--- src/rtl/and16_arb_pkg.sv ---
// Shared types and constants for the round-robin arbitrated AND16/OR16/NOT16/NAND16 unit.
package and16_arb_pkg;

    localparam int WIDTH_DEF = 16;

    typedef enum logic [1:0] {
        OP_AND  = 2'b00,
        OP_OR   = 2'b01,
        OP_NOT  = 2'b10,
        OP_NAND = 2'b11
    } op_e;

    typedef enum logic [1:0] {
        IDLE,
        EXEC,
        RESP
    } state_e;

endpackage

--- src/rtl/and16_rr_arbiter_rr_pick.sv ---
// Combinational round-robin picker: first valid request at or after the pointer, cyclic.
module rr_pick #(
    parameter int NUM_REQ = 2,
    parameter int PTR_W   = 1
) (
    input  logic [NUM_REQ-1:0] req_i,
    input  logic [PTR_W-1:0]   ptr_i,
    output logic [NUM_REQ-1:0] grant_o,
    output logic [PTR_W-1:0]   winner_o,
    output logic               any_valid_o
);

    // Two ascending scans: indices >= ptr first, then indices below ptr, which gives cyclic priority.
    always_comb begin
        // NOTE: every output gets a default before the scans so no path leaves it unassigned (no latch).
        grant_o     = '0;
        winner_o    = '0;
        any_valid_o = 1'b0;
        for (int i = 0; i < NUM_REQ; i++) begin
            if (!any_valid_o && req_i[i] && (i >= int'(ptr_i))) begin
                any_valid_o = 1'b1;
                winner_o    = PTR_W'(i);
                grant_o[i]  = 1'b1;
            end
        end
        for (int i = 0; i < NUM_REQ; i++) begin
            if (!any_valid_o && req_i[i] && (i < int'(ptr_i))) begin
                any_valid_o = 1'b1;
                winner_o    = PTR_W'(i);
                grant_o[i]  = 1'b1;
            end
        end
    end

endmodule

--- src/rtl/and16_rr_arbiter.sv ---
// One shared 16-bit bitwise unit (AND/OR/NOT A/NAND) arbitrated round-robin between NUM_REQ requesters.
// Optional feature macro AND16_ARB_FLAGS_EN adds registered zr_o/ng_o result flags.
module and16_rr_arbiter
    import and16_arb_pkg::*;
#(
    parameter int NUM_REQ = 2,
    parameter int WIDTH   = WIDTH_DEF
) (
    input  logic                   clk_i,
    input  logic                   rst_i,
    input  logic [NUM_REQ-1:0]     req_valid_i,
    output logic [NUM_REQ-1:0]     req_ready_o,
    input  logic [NUM_REQ*WIDTH-1:0] req_a_i,
    input  logic [NUM_REQ*WIDTH-1:0] req_b_i,
    input  logic [NUM_REQ*2-1:0]   req_op_i,
    output logic [NUM_REQ-1:0]     resp_valid_o,
    input  logic [NUM_REQ-1:0]     resp_ready_i,
    output logic [WIDTH-1:0]       resp_y_o,
    output logic                   busy_o
`ifdef AND16_ARB_FLAGS_EN
    ,
    output logic                   zr_o,
    output logic                   ng_o
`endif
);

    localparam int PTR_W = $clog2(NUM_REQ);

    state_e             r_state;
    state_e             w_state_nxt;
    logic [PTR_W-1:0]   r_rr_ptr;
    logic [PTR_W-1:0]   r_win;
    logic [WIDTH-1:0]   r_a;
    logic [WIDTH-1:0]   r_b;
    op_e                r_op;
    logic [WIDTH-1:0]   r_y;

    logic [NUM_REQ-1:0] w_grant;
    logic [PTR_W-1:0]   w_winner;
    logic               w_any;
    logic [WIDTH-1:0]   w_a_sel;
    logic [WIDTH-1:0]   w_b_sel;
    logic [1:0]         w_op_sel;
    logic [WIDTH-1:0]   w_y;
    logic [PTR_W-1:0]   w_ptr_nxt;
    logic [NUM_REQ-1:0] w_win_onehot;
    logic               w_accept;

    rr_pick #(
        .NUM_REQ (NUM_REQ),
        .PTR_W   (PTR_W)
    ) u_rr_pick (
        .req_i       (req_valid_i),
        .ptr_i       (r_rr_ptr),
        .grant_o     (w_grant),
        .winner_o    (w_winner),
        .any_valid_o (w_any)
    );

    // Route the winning requester's operands and op to the capture registers.
    always_comb begin
        w_a_sel  = '0;
        w_b_sel  = '0;
        w_op_sel = '0;
        for (int i = 0; i < NUM_REQ; i++) begin
            if (w_grant[i]) begin
                w_a_sel  = req_a_i[i*WIDTH +: WIDTH];
                w_b_sel  = req_b_i[i*WIDTH +: WIDTH];
                w_op_sel = req_op_i[i*2 +: 2];
            end
        end
    end

    // Bitwise function on the latched operands; no carries between bits.
    always_comb begin
        w_y = '0;
        case (r_op)
            OP_AND:  w_y = r_a & r_b;
            OP_OR:   w_y = r_a | r_b;
            OP_NOT:  w_y = ~r_a;
            OP_NAND: w_y = ~(r_a & r_b);
            default: w_y = '0;
        endcase
    end

    assign w_accept     = (r_state == IDLE) && w_any;
    assign w_ptr_nxt    = (w_winner == PTR_W'(NUM_REQ - 1)) ? '0 : w_winner + PTR_W'(1);
    assign w_win_onehot = NUM_REQ'(1) << r_win;

    // Next-state logic for the IDLE -> EXEC -> RESP -> IDLE sequence.
    always_comb begin
        w_state_nxt = r_state;
        case (r_state)
            IDLE:    if (w_any) w_state_nxt = EXEC;
            EXEC:    w_state_nxt = RESP;
            RESP:    if (resp_ready_i[r_win]) w_state_nxt = IDLE;
            default: w_state_nxt = IDLE;
        endcase
    end

    // State register; reset drops any in-flight operation.
    always_ff @(posedge clk_i or posedge rst_i) begin
        // NOTE: sequential state uses non-blocking assignments so all registers update from pre-edge values.
        if (rst_i) r_state <= IDLE;
        else       r_state <= w_state_nxt;
    end

    // Capture the winner's request on accept and advance the round-robin pointer past it.
    always_ff @(posedge clk_i or posedge rst_i) begin
        // NOTE: operand/op/winner registers are reset as well; they are a handful of flops, not a memory array.
        if (rst_i) begin
            r_rr_ptr <= '0;
            r_win    <= '0;
            r_a      <= '0;
            r_b      <= '0;
            r_op     <= OP_AND;
        end else if (w_accept) begin
            r_rr_ptr <= w_ptr_nxt;
            r_win    <= w_winner;
            r_a      <= w_a_sel;
            r_b      <= w_b_sel;
            r_op     <= op_e'(w_op_sel);
        end
    end

    // Register the result in EXEC; it then holds through RESP until the next operation.
    always_ff @(posedge clk_i or posedge rst_i) begin
        if (rst_i)                r_y <= '0;
        else if (r_state == EXEC) r_y <= w_y;
    end

`ifdef AND16_ARB_FLAGS_EN
    logic r_zr;
    logic r_ng;

    // Hack-ALU style flags, registered alongside the result.
    always_ff @(posedge clk_i or posedge rst_i) begin
        if (rst_i) begin
            r_zr <= 1'b0;
            r_ng <= 1'b0;
        end else if (r_state == EXEC) begin
            r_zr <= (w_y == '0);
            r_ng <= w_y[WIDTH-1];
        end
    end

    assign zr_o = r_zr;
    assign ng_o = r_ng;
`endif

    // Ready is only offered in IDLE and is forced low while reset is asserted.
    assign req_ready_o  = (w_accept && !rst_i) ? w_grant : '0;
    assign resp_valid_o = (r_state == RESP) ? w_win_onehot : '0;
    assign resp_y_o     = r_y;
    assign busy_o       = (r_state != IDLE);

endmodule
--- config.mk ---
export PLATFORM = sky130hd
export DESIGN_NAME = and16_rr_arbiter
export DESIGN_NICKNAME = d
export VERILOG_FILES = /design/src/rtl/and16_arb_pkg.sv /design/src/rtl/and16_rr_arbiter_rr_pick.sv /design/src/rtl/and16_rr_arbiter.sv
export SDC_FILE = /design/constraint.sdc
export NUM_CORES = 1
export LEC_CHECK = 0
export CAP_MARGIN = 40
export CORE_MARGIN = 1.5
export CORE_UTILIZATION = 40
export DETAILED_ROUTE_END_ITERATION = 10
export GPL_ROUTABILITY_DRIVEN = 0
export PLACE_DENSITY = 0.73
export SLEW_MARGIN = 25
export SYNTH_ARGS = -nofsm -noshare
export SYNTH_HDL_FRONTEND = slang
export SYNTH_SLANG_ARGS = --single-unit
--- constraint.sdc ---
create_clock -name clk_i -period 5.7 [get_ports clk_i]
set_input_delay 0.855 -clock clk_i [delete_from_list [all_inputs] [get_ports clk_i]]
set_output_delay 0.855 -clock clk_i [all_outputs]
set_load 0.05 [all_outputs]
==> flow_summary.yaml <==
status:
  run_status: "complete, no violations"
cts:
  numCtsBuffers: 5
  cts_buffer_depth: 2
  cts_resized: 0
  cts_tree: "yes"
  cts_hold_buf: 0
  clock_latency_ns: 0.32
  clock-root-buffer: "clkbuf_8"
  htreeDepth: 2
  clk_pin_slew_ns: 0.09
  clock_sinks: 54
  cts_setup_buffers: 0
grt:
  grt_max_degree: 55
  antenna_found_initial: 0
  grt-ovfl-total: 0
  grt_pass1_vias: 2426
  grt_use_total: 0.196
  grt_pass1_wl_um: 11800
layout:
  diodes: 0
  drive_gt1_frac: 0.134
  mostFrequentLayoutCells: "clkdlybuf4s50_1, dfrtp_1, a21oi_1"
  fill_cells: 662
  syn2layout_area_growth_pct: 36.2
  final_nets: 455
  layout_commonest_cell: "clkdlybuf4s50_1"
pwr:
  powerDensity_nw_per_um2: 564
  p_leak_uw: 0.00149
  max-vdd-ir-drop_mv: 0.273
yosys:
  synth-edff-count: 0
  syn_area_um2: 2960
  synth.distinct_cells: 29
  syn_inst: 303
  ys_async_sr_fraction: 1.00
  ys_ff_latch: 54
  ys_seq_area_frac: 0.456
  syn_nets: 377
  ys.flop_type: "dfrtp_1"
  yosysWarnings: 0
  avgSynthCellArea_um2: 9.77
critical_path:
  startpoint_type: "input port"
  cp_max_fo: 37
  crit_type: "in -> out"
  end_kind: "output port"
  arrival_ns: 2.78
  required_ns: 4.85
die:
  io-pin-count: 95
  die_w_um: 89.0
  coreArea_um2: 7210
  num_rows: 31
  die_area_um2: 7930
  dieHeight_um: 89.0
  initial_utilization: 0.411
hold_path:
  hold_path.class: "reg -> reg"
placement:
  dp_hpwl_um: 5090
  io_buffers: 94
  pre_cts_ws_ns: 2.07
timing:
  max_slew.worst_pin.slew_ns: 0.785
  setup_viol: 0
  holdWs_ns: 0.495
  finalWorstSetupSlack_ns: 2.06
  maxSlewViolCount: 0
  finalHoldViolations: 0
  period_share: 0.638
  fin_skew_ns: 0.0115
  period_needed_ns: 3.64
  fmax_mhz: 275
  totalNegativeSetupSlack_ns: 0
  slew_headroom: 0.477
  rsz0062_at_grt: "false"
route:
  firstDrtPassIters: 4
  wl_per_cell_um: 16.1
  drt_wl_total_um: 7750
  routed_via_density: 5.59
  antenna_left: 0
  drt_iter0_drc: 203
  drcViolationCount: 0
  vias: 2691
run:
  cap_violations: 0
flip-flops by register name, indices dropped and copies added (netlist names):
name,flops
r_a,16
r_b,16
resp_y_o,16
r_op,2
r_state,2
r_rr_ptr,1
r_win,1
stage by stage:
stage,std cells,cell area (um^2),total power (uW),util
finish,481,4030,2280,0.559
global route,481,4030,2440,0.559
CTS,480,4020,2270,0.557
detailed placement,472,3920,2040,0.543
global placement,471,3900,1990,0.541
floorplan,303,2960,1700,-
metal layers:
metal | global-route usage | routed length [um] | vias up
li1 | - | - | 1300
met1 | 0.260 | 3450 | 1299
met2 | 0.333 | 3800 | 86
met3 | 0.0305 | 439 | 6
met4 | 0.0559 | 58 | 0
met5 | 0 | 0 | -
final timing paths:
check / startpoint / endpoint / slack (ns) / cells past startpoint
hold reg to reg: resp_y_o[6] / resp_y_o[6] / 0.50 / 2
min in group asynchronous: rst_i / r_win / 1.07 / 3
hold / removal: resp_y_o[6] / resp_y_o[6] / 0.50 / 2
max in group asynchronous: rst_i / r_a[8] / 4.13 / 3
setup reg to reg: r_state[1] / r_a[13] / 3.81 / 4
setup / recovery: req_valid_i[1] / req_ready_o[1] / 2.06 / 5
worst max-delay path, stage by stage:
cell and delay [ns]:
clkdlybuf4s50_1 0.45, buf_4 0.35, nand3_1 0.19, nor2_1 0.12
clkdlybuf4s50_1 0.81
cells in the mapped netlist, types with 2 or more instances:
| library cell | count | area (um^2) |
|---|---|---|
| dfrtp_1 | 54 | 1350 |
| a21oi_1 | 50 | 250 |
| a32oi_1 | 34 | 298 |
| a21oi_2 | 29 | 254 |
| o21ai_1 | 26 | 130 |
| clkbuf_1 | 18 | 67.6 |
| nand2b_1 | 14 | 87.6 |
| nor2b_1 | 11 | 68.8 |
| a32o_1 | 10 | 100 |
| nand2_1 | 10 | 37.5 |
| nor2_1 | 10 | 37.5 |
| a31oi_1 | 6 | 37.5 |
| buf_6 | 6 | 67.6 |
| mux2i_1 | 5 | 50.1 |
| buf_2 | 4 | 20.0 |
| buf_1 | 2 | 7.51 |
| inv_1 | 2 | 7.51 |
power by group:
part	switching [uW]	internal, uW	total (uW)
sequential	180	584	764
clock	134	100	234
combinational	761	516	1280
cell families after synthesis:
group	synth area share
buffers and inverters	0.0613
xor gates and xnor gates	0.00296
AOI/OAI and AO/OA	0.369
DFF	0.456
and+or+nand+nor	0.0896
muxes	0.0207
area by class of cell:
| type | count | area [um^2] | share of cell area |
|---|---|---|---|
| clock inverters | 2 | 16.3 | 0.00403 |
| multi-input cells | 215 | 1430 | 0.355 |
| clock buffers | 6 | 82.6 | 0.0205 |
| inverters | 3 | 11.3 | 0.00279 |
| well taps | 99 | 124 | 0.0307 |
| repair buffers | 102 | 1020 | 0.252 |
| flip-flops and latches | 54 | 1350 | 0.335 |
Note: power is estimated with default switching activity, not from simulation.
